### src/rtl/uart_boot_loader_ctrl_if.sv
// Byte-stream and memory-write bundle between uart_rx, the boot loader and the instruction memory.
// master = the boot loader controller; slave = the environment (uart_rx + memory).
`timescale 1ns/1ps
interface uart_boot_loader_ctrl_if #(
    parameter int ADDR_W = 16
);
    logic [7:0]        i_rx_data;
    logic              i_rx_dv;
    logic              o_mem_we;
    logic [ADDR_W-1:0] o_mem_addr;
    logic [31:0]       o_mem_wdata;
    logic              i_mem_ready;

    modport master (
        input  i_rx_data, i_rx_dv, i_mem_ready,
        output o_mem_we, o_mem_addr, o_mem_wdata
    );

    modport slave (
        output i_rx_data, i_rx_dv, i_mem_ready,
        input  o_mem_we, o_mem_addr, o_mem_wdata
    );
endinterface

### src/rtl/uart_boot_loader_ctrl.sv
// Framed-command boot loader: parses SYNC/CMD/ADDR/LEN/DATA/CSUM frames from uart_rx,
// writes 32-bit words into instruction memory and holds the core in reset while loading.
`timescale 1ns/1ps
module uart_boot_loader_ctrl #(
    parameter int          ADDR_W        = 16,
    parameter logic [7:0]  SYNC_BYTE     = 8'hA5,
    parameter int          TIMEOUT_CLKS  = 8680,
    parameter bit          HOLD_AT_RESET = 1'b1
) (
    input  logic                    clk,
    input  logic                    rst,
    uart_boot_loader_ctrl_if.master bus,
    output logic                    o_cpu_hold,
    output logic                    o_busy,
    output logic                    o_done,
    output logic                    o_err,
    output logic [1:0]              o_err_code
);

    localparam int TMO_W = $clog2(TIMEOUT_CLKS + 1);
    localparam logic [TMO_W-1:0] TMO_LAST = TMO_W'(TIMEOUT_CLKS - 1);

    localparam logic [1:0] ERR_CSUM    = 2'd1;
    localparam logic [1:0] ERR_TIMEOUT = 2'd2;
    localparam logic [1:0] ERR_PROTO   = 2'd3;

    typedef enum logic [2:0] {
        ST_HDR, ST_CMD, ST_ALO, ST_AHI, ST_LEN, ST_DATA, ST_WR, ST_CSUM
    } state_e;

    typedef enum logic [1:0] {
        CMD_NONE  = 2'd0,
        CMD_WRITE = 2'd1,
        CMD_RUN   = 2'd2,
        CMD_HALT  = 2'd3
    } cmd_e;

    state_e            state_q,    state_d;
    cmd_e              cmd_q,      cmd_d;
    logic [7:0]        addr_lo_q,  addr_lo_d;
    logic [ADDR_W-1:0] addr_q,     addr_d;
    logic [31:0]       wdata_q,    wdata_d;
    logic [23:0]       shift_q,    shift_d;
    logic [1:0]        byte_idx_q, byte_idx_d;
    logic [7:0]        words_q,    words_d;
    logic [7:0]        sum_q,      sum_d;
    logic [TMO_W-1:0]  tmo_q,      tmo_d;
    logic              we_q,       we_d;
    logic              hold_q,     hold_d;
    logic              done_q,     done_d;
    logic              err_q,      err_d;
    logic [1:0]        err_code_q, err_code_d;

    logic              rx_dv;
    logic [7:0]        rx_data;
    logic [7:0]        sum_next;
    logic              tmo_counting;
    logic              tmo_hit;

    assign rx_dv    = bus.i_rx_dv;
    assign rx_data  = bus.i_rx_data;
    assign sum_next = sum_q + rx_data;

    // The idle timer only runs while waiting for the next byte of a frame.
    assign tmo_counting = (state_q != ST_HDR) && (state_q != ST_WR);
    assign tmo_hit      = tmo_counting && !rx_dv && (tmo_q == TMO_LAST);

    always_comb begin
        // NOTE: every variable gets a default first so no path through the case infers a latch.
        state_d    = state_q;
        cmd_d      = cmd_q;
        addr_lo_d  = addr_lo_q;
        addr_d     = addr_q;
        wdata_d    = wdata_q;
        shift_d    = shift_q;
        byte_idx_d = byte_idx_q;
        words_d    = words_q;
        sum_d      = sum_q;
        we_d       = we_q;
        hold_d     = hold_q;
        err_code_d = err_code_q;
        done_d     = 1'b0;
        err_d      = 1'b0;
        tmo_d      = (rx_dv || !tmo_counting) ? '0 : tmo_q + TMO_W'(1);

        if (tmo_hit) begin
            we_d       = 1'b0;
            err_d      = 1'b1;
            err_code_d = ERR_TIMEOUT;
            state_d    = ST_HDR;
        end else begin
            unique case (state_q)
                ST_HDR: begin
                    if (rx_dv && rx_data == SYNC_BYTE) begin
                        sum_d   = '0;
                        state_d = ST_CMD;
                    end
                end
                ST_CMD: begin
                    if (rx_dv) begin
                        sum_d = sum_next;
                        if (rx_data == 8'h01 || rx_data == 8'h02 || rx_data == 8'h03) begin
                            cmd_d   = cmd_e'(rx_data[1:0]);
                            state_d = ST_ALO;
                            // A WRITE freezes the core as soon as it is recognised.
                            if (rx_data == 8'h01) hold_d = 1'b1;
                        end else begin
                            err_d      = 1'b1;
                            err_code_d = ERR_PROTO;
                            state_d    = ST_HDR;
                        end
                    end
                end
                ST_ALO: begin
                    if (rx_dv) begin
                        sum_d     = sum_next;
                        addr_lo_d = rx_data;
                        state_d   = ST_AHI;
                    end
                end
                ST_AHI: begin
                    if (rx_dv) begin
                        sum_d   = sum_next;
                        addr_d  = ADDR_W'({rx_data, addr_lo_q});
                        state_d = ST_LEN;
                    end
                end
                ST_LEN: begin
                    if (rx_dv) begin
                        sum_d      = sum_next;
                        words_d    = rx_data;
                        byte_idx_d = '0;
                        state_d    = (cmd_q == CMD_WRITE && rx_data != 8'd0) ? ST_DATA : ST_CSUM;
                    end
                end
                ST_DATA: begin
                    if (rx_dv) begin
                        sum_d      = sum_next;
                        shift_d    = {rx_data, shift_q[23:8]};
                        byte_idx_d = byte_idx_q + 2'd1;
                        if (byte_idx_q == 2'd3) begin
                            wdata_d = {rx_data, shift_q};
                            we_d    = 1'b1;
                            state_d = ST_WR;
                        end
                    end
                end
                ST_WR: begin
                    // A byte arriving before the write retires means data would be lost.
                    if (rx_dv) begin
                        we_d       = 1'b0;
                        err_d      = 1'b1;
                        err_code_d = ERR_PROTO;
                        state_d    = ST_HDR;
                    end else if (bus.i_mem_ready) begin
                        we_d    = 1'b0;
                        addr_d  = addr_q + ADDR_W'(1);
                        words_d = words_q - 8'd1;
                        state_d = (words_q == 8'd1) ? ST_CSUM : ST_DATA;
                    end
                end
                ST_CSUM: begin
                    if (rx_dv) begin
                        state_d = ST_HDR;
                        if (sum_next == 8'd0) begin
                            done_d = 1'b1;
                            if (cmd_q == CMD_RUN)  hold_d = 1'b0;
                            if (cmd_q == CMD_HALT) hold_d = 1'b1;
                        end else begin
                            err_d      = 1'b1;
                            err_code_d = ERR_CSUM;
                        end
                    end
                end
                default: state_d = ST_HDR;
            endcase
        end
    end

    // NOTE: state registers use non-blocking assignments so every flop samples pre-edge values.
    always_ff @(posedge clk or negedge rst) begin
        if (!rst) begin
            state_q    <= ST_HDR;
            cmd_q      <= CMD_NONE;
            addr_lo_q  <= '0;
            addr_q     <= '0;
            wdata_q    <= '0;
            shift_q    <= '0;
            byte_idx_q <= '0;
            words_q    <= '0;
            sum_q      <= '0;
            tmo_q      <= '0;
            we_q       <= 1'b0;
            hold_q     <= HOLD_AT_RESET;
            done_q     <= 1'b0;
            err_q      <= 1'b0;
            err_code_q <= '0;
        end else begin
            state_q    <= state_d;
            cmd_q      <= cmd_d;
            addr_lo_q  <= addr_lo_d;
            addr_q     <= addr_d;
            wdata_q    <= wdata_d;
            shift_q    <= shift_d;
            byte_idx_q <= byte_idx_d;
            words_q    <= words_d;
            sum_q      <= sum_d;
            tmo_q      <= tmo_d;
            we_q       <= we_d;
            hold_q     <= hold_d;
            done_q     <= done_d;
            err_q      <= err_d;
            err_code_q <= err_code_d;
        end
    end

    assign bus.o_mem_we    = we_q;
    assign bus.o_mem_addr  = addr_q;
    assign bus.o_mem_wdata = wdata_q;
    assign o_cpu_hold      = hold_q;
    assign o_busy          = (state_q != ST_HDR);
    assign o_done          = done_q;
    assign o_err           = err_q;
    assign o_err_code      = err_code_q;

endmodule

### src/flat_wrapper.sv
// flat-port wrapper written by rule: the top's interface ports become plain ports
module uart_boot_loader_ctrl_flat 
#(
    parameter int          ADDR_W        = 16,
    parameter logic [7:0]  SYNC_BYTE     = 8'hA5,
    parameter int          TIMEOUT_CLKS  = 8680,
    parameter bit          HOLD_AT_RESET = 1'b1
)
  (clk, rst, o_cpu_hold, o_busy, o_done, o_err, o_err_code, bus_i_rx_data, bus_i_rx_dv, bus_i_mem_ready, bus_o_mem_we, bus_o_mem_addr, bus_o_mem_wdata);
  uart_boot_loader_ctrl_if #(.ADDR_W(ADDR_W)) bus_i ();
  input  logic clk;
  input  logic rst;
  output logic o_cpu_hold;
  output logic o_busy;
  output logic o_done;
  output logic o_err;
  output logic [1:0] o_err_code;
  input wire logic [$bits(bus_i.i_rx_data)-1:0] bus_i_rx_data;
  input wire logic [$bits(bus_i.i_rx_dv)-1:0] bus_i_rx_dv;
  input wire logic [$bits(bus_i.i_mem_ready)-1:0] bus_i_mem_ready;
  output wire logic [$bits(bus_i.o_mem_we)-1:0] bus_o_mem_we;
  output wire logic [$bits(bus_i.o_mem_addr)-1:0] bus_o_mem_addr;
  output wire logic [$bits(bus_i.o_mem_wdata)-1:0] bus_o_mem_wdata;
  assign bus_i.i_rx_data = bus_i_rx_data;
  assign bus_i.i_rx_dv = bus_i_rx_dv;
  assign bus_i.i_mem_ready = bus_i_mem_ready;
  assign bus_o_mem_we = bus_i.o_mem_we;
  assign bus_o_mem_addr = bus_i.o_mem_addr;
  assign bus_o_mem_wdata = bus_i.o_mem_wdata;
  uart_boot_loader_ctrl #(.ADDR_W(ADDR_W), .SYNC_BYTE(SYNC_BYTE), .TIMEOUT_CLKS(TIMEOUT_CLKS), .HOLD_AT_RESET(HOLD_AT_RESET)) u_core (.clk(clk), .rst(rst), .bus(bus_i), .o_cpu_hold(o_cpu_hold), .o_busy(o_busy), .o_done(o_done), .o_err(o_err), .o_err_code(o_err_code));
endmodule
### config.mk
export PLATFORM = sky130hd
export DESIGN_NAME = uart_boot_loader_ctrl_flat
export DESIGN_NICKNAME = d
export VERILOG_FILES = /design/src/rtl/uart_boot_loader_ctrl_if.sv /design/src/rtl/uart_boot_loader_ctrl.sv /design/src/flat_wrapper.sv
export SDC_FILE = /design/constraint.sdc
export NUM_CORES = 1
export LEC_CHECK = 0
export CELL_PAD_IN_SITES_DETAIL_PLACEMENT = 0
export CELL_PAD_IN_SITES_GLOBAL_PLACEMENT = 1
export CORE_UTILIZATION = 44
export DETAILED_ROUTE_END_ITERATION = 10
export GPL_TIMING_DRIVEN = 0
export PLACE_DENSITY = 0.85
export SLEW_MARGIN = 20
export SYNTH_ARGS = -nofsm -noshare
export SYNTH_HDL_FRONTEND = slang
export SYNTH_SLANG_ARGS = --single-unit
### constraint.sdc
create_clock -name clk -period 3.18 [get_ports clk]
set_input_delay 0.636 -clock clk [delete_from_list [all_inputs] [get_ports clk]]
set_output_delay 0.636 -clock clk [all_outputs]
set_load 0.02 [all_outputs]
* After elaboration in Yosys (flattened, before gate mapping)
Cells that the tools add are included.
** Storage, ports and cells
- Flip-flop bits (word level) :: 123
- Output and inout port bits :: 55
- Word-level logic and storage cells :: 160
** Operators by class
- $add $sub $neg :: 5
- Equality and inequality tests :: 43
- Multiplexer cells :: 62
- Bitwise logic cells :: 1
- Reductions and logical operators :: 34
** Operators with widths (count)
- $mux 16 :: 3
- $mux 8 :: 5
- $mux 3 :: 11
- $pmux 16 s2 :: 1
- $pmux 8 s2 :: 2
- $ne 3x2->1 const B :: 9
- $pmux 3 s8 :: 1
- $mux 1 :: 22
- $mux 2 :: 11
- $reduce_and 4->1 :: 5
- $add 16x1->16 const B :: 1
- $eq 8x1->1 const B :: 2
- $eq 8x2->1 const B :: 2
- $add 14x1->14 const B :: 1
- $eq 14x14->1 const B :: 1
- $mux 14 :: 1
- $ne 2x2->1 const B :: 7
- $eq 3x3->1 const B :: 4
- $ne 2x1->1 const B :: 5
- $reduce_and 5->1 :: 2
- $reduce_bool 2->1 :: 5
- $ne 3x1->1 const B :: 3
- $reduce_and 9->1 :: 1
- $add 8x8->8 :: 1
- 26 further kinds :: 39

* Longest topological paths before layout
- Word-level depth :: 7
- Depth in mapped cells :: 9

* Worst setup path before layout
Ideal clock, no wire load.
- Path type :: input-to-reg
- Start point :: input port bus_i_rx_data[0]
- End point :: register u_core.err_q (netlist: u_core.o_err)
- Library setup time :: 0.118 ns
- Arrival :: 2.823 ns
- Setup slack :: 0.238 ns
- Stages :: 8
- Path through :: ha_1 fa_1 a211oi_2 o21ba_1 o221ai_1 or4_4 a211o_1 a21o_1
** Between the ends
- Cells in the longest elaborated chain, start to end :: 7
** Ends and longest elaborated chain
- start: declaration :: RTL line flat_wrapper.sv:18 : input wire logic [$bits(bus_i.i_rx_data)-1:0] bus_i_rx_data;
- branches (longest 5 deep; another with $add 8x8->8)
- $pmux 1 s3 * :: RTL line uart_boot_loader_ctrl.sv:92 : unique case (state_q)
- $mux 1 * :: RTL line uart_boot_loader_ctrl.sv:86 : if (tmo_hit) begin
- net u_core.err_d :: RTL line uart_boot_loader_ctrl.sv:51 : logic err_q, err_d;
- end signal: assignment :: RTL line uart_boot_loader_ctrl.sv:212 : err_q <= err_d;
- end: declaration :: RTL line uart_boot_loader_ctrl.sv:51
Mark *: on every way through the listed nets, which the timed path passes.
A chain may end at the register's enable or synchronous reset.

* Worst setup path after layout
- Start point :: input port bus_i_rx_data[5]
- End point :: register u_core.err_q (netlist: u_core.o_err)
Same word-level chain as after synthesis.

==> summary.md <==
| Metric | Value |
|---|---|
| Status | `complete, no violations` |
| DR WL/cell | `17.1 microns` |
| Setup slack after layout | `0.0866 ns` |
| Crit path max fanout | `8` |
| Fillers | `1,133` |
| Initial antenna violation count | `0` |
| Number of synthesized flops with an enable pin | `0` |
| Post-route setup TNS | `0 ns` |
| CTS Buf Count | `17` |
| Final WL | `14,300 microns` |
| DRC Markers | `0` |
| Vias in the first global route | `4,663` |
| Crit path time final | `3.09 ns` |
| Synth top area cells | `dfrtp_1 (51%), mux2_2 (13%), nor2_1 (3.3%)` |
| RSZ-0062 raised after global routing | `no` |
| Reg clk slew, reported paths | `0.05 ns` |
| Max cap viols | `0` |
| Cell taking the most area after synthesis | `dfrtp_1` |
| Clock sinks | `123` |
| Critical-path cell list | `clkdlybuf4s50_1, ha_4, nand2_1, or3_1, a32o_2, or4_4, a211o_1, a21o_1` |
| R2r startpoint | `u_core.sum_q[0]` |
| Slew Viols, Final | `0` |
| # diodes | `0` |
| Port bufs | `64` |
| Reg2reg setup slack | `0.42 ns` |
| Data arrival time of the worst path | `3.40 ns` |
| Aggregate global-route resource usage | `0.218` |
| ANT nets after route | `0` |
| P&R area growth vs syn | `25.8%` |
| Crit end category | `register` |
| R2R Path End | `u_core.o_err` |
| Clk buf depth | `2` |
| Die height | `118 microns` |
| Cells after synthesis | `564` |
| DPL Wire Length | `9900 microns` |
| Die Area | `14,000 sq um` |
| # IOs | `67` |
| Yosys top cell area share | `0.512` |
| Worst Path Buf+Inv | `1` |
| Drt first-iter violations | `479` |
| Final period util | `0.973` |
| Row cnt | `42` |
| Layout cells sized above 1 | `0.183` |
| H-tree depth | `4` |
| Final setup fails | `0` |
| Vias per cell | `5.70` |
| Synth Register Bits | `123` |
| WHS | `0.144 ns` |
| Largest net degree at the start of global routing | `77` |
| Clock latency on the worst-skew pair | `0.42 ns` |
| Nets | `674` |
| Sequential area share after synthesis | `0.516` |
| Share of flip-flops with an asynchronous set or reset | `1.00` |
| Final hold viol count | `0` |
| Startpoint class of the critical path | `input pin` |
| Top FF cell, synth | `dfrtp_1` |
| Cell area after synthesis | `5960 sq um` |
| Worst Hold Class | `in -> async` |
| Crit Path Category | `in -> reg` |
| Die extent in x | `118 microns` |
| CP peak stage delay | `0.69 ns` |
| YS warnings | `0` |
| Worst Path Required | `3.49 ns` |
| First-pass GRT wire length | `23,800 microns` |
| Gr ovfl total | `0` |
| Slew @ Worst Pin | `0.693 ns` |
| Gp weighted congestion | `0.863` |
| Avg Cell Area, Syn | `10.6 sq um` |
| Worst r2r path cells | `8` |
| Synth unique cells | `62` |
| Pleak | `3.40 nW` |
| Routed vias | `4,768` |
| Slowest CP cell | `clkdlybuf4s50_1` |
| Rel. slew slack | `0.536` |
| CTS tree | `yes` |
| Top delay family on crit path | `simple AND/OR/NAND/NOR gates` |
| Starting Density | `0.450` |
| Clock Skews | `0.00795 ns` |
| Pwr/cell area | `734 nW/um^2` |
| F_max | `0.323 GHz` |
| First-pass detailed-route iteration total | `7` |
| Syn Nets | `589` |
| Core ar. | `13,200 sq um` |
| Dpl ws | `-0.451 ns` |
| Clock root buffer | `clkbuf_16` |
| Worst vdd ir | `0.414 mV` |
[worst max-delay path by stage]
stage	start	end	slack, ns	cells past startpoint
global placement	rst	u_core.sum_q[0]	-3.18	1
finish	bus_i_rx_data[5]	u_core.o_err	0.09	8
detailed placement	bus_i_rx_data[2]	u_core.o_err	-0.45	8
floorplan	bus_i_rx_data[0]	u_core.o_err	0.24	8
CTS	bus_i_rx_data[6]	u_core.o_err	0.05	8
global route	bus_i_rx_data[0]	u_core.o_err	0.03	9
[cells in the final DEF, fill, tap and decap left out, drive strengths merged, types with 6 or more instances in the layout]
master and count:
a21oi 36, and3 7, buf 7, clkbuf 48, clkdlybuf4s50 59, dfrtp 122, ha 12, inv 8
mux2 67, nand2 51, nand3 20, nor2 53, nor3 9, nor4 8, o21ai 35, xnor2 6
xor2 10
[what timing repair did]
item / CTS / global route
hold buffers: 0 / 0
gates resized for setup: 2 / 12
buffers inserted: 1 / 0
endpoints found under the setup margin: 1 / 2
pin swaps: 1 / 1
[power by group]
part           total (mW)  internal (mW)  switching [mW]
Combinational        1.58          0.688           0.887
Sequential           2.07           1.83           0.242
Clock                1.86           1.18           0.678
[layer usage]
| layer | part of all wire | track usage |
|---|---|---|
| met4 | 0.012 | 0.0823 |
| met3 | 0.050 | 0.0434 |
| met2 | 0.49 | 0.359 |
| met5 | 0 | 0 |
| met1 | 0.44 | 0.285 |
[Yosys cell counts, types with 6 or more instances]
master,number
dfrtp_1,122
inv_1,7
nor4_1,8
mux2_2,67
xnor2_1,6
xor2_1,10
a21oi_1,36
o21ai_0,34
clkbuf_1,27
nor2_1,53
nand3_1,20
and3_1,7
nor3_1,9
nand2_1,51
ha_1,12
[logic make-up (layout without fill, tap and decap cells)]
group                      Yosys count  count (layout)  synth area share
DFF                                123             123             0.516
buffers and inverters               39             135            0.0252
muxes                               68              68             0.128
and+or+nand+nor                    184             184             0.149
adders and majority gates           13              13            0.0285
AOI/OAI and AO/OA                  121             121             0.130
xor gates and xnor gates            16              16            0.0235
[registers in the layout (all words and copies together) (netlist names)]
signal / cells
u_core.cmd_q: 2
u_core.byte_idx_q: 2
u_core.state_q: 3
u_core.bus.o_mem_wdata: 32
u_core.o_done: 1
u_core.sum_q: 8
u_core.shift_q: 24
u_core.o_err: 1
u_core.addr_lo_q: 8
u_core.words_q: 8
u_core.bus.o_mem_addr: 16
u_core.o_cpu_hold: 1
u_core.bus.o_mem_we: 1
u_core.tmo_q: 14
u_core.o_err_code: 2
[through the flow]
| step | std cells | power (mW) | util | area (sq um) |
|---|---|---|---|---|
| 2_1_floorplan | 564 | 3.04 | - | 5960 |
| 3_3_place_gp | 804 | 3.52 | 0.515 | 6830 |
| 3_5_place_dp | 805 | 3.57 | 0.518 | 6860 |
| 4_1_cts | 836 | 5.47 | 0.562 | 7440 |
| 5_1_grt | 836 | 5.80 | 0.567 | 7500 |
| 6_report | 836 | 5.51 | 0.567 | 7500 |
[final cells by class]
class | instances | area, sq um | share of cell area
Buffer | 32 | 124 | 0.0165
Clock buffer | 20 | 457 | 0.0609
Clock inverter | 10 | 118 | 0.0157
Inverter | 7 | 26.3 | 0.00350
Multi-Input combinational cell | 402 | 2800 | 0.373
Sequential cell | 123 | 3080 | 0.410
Tap cell | 176 | 220 | 0.0294
Timing Repair Buffer | 66 | 683 | 0.0911
No activity file was read; power rests on OpenSTA's default activity.
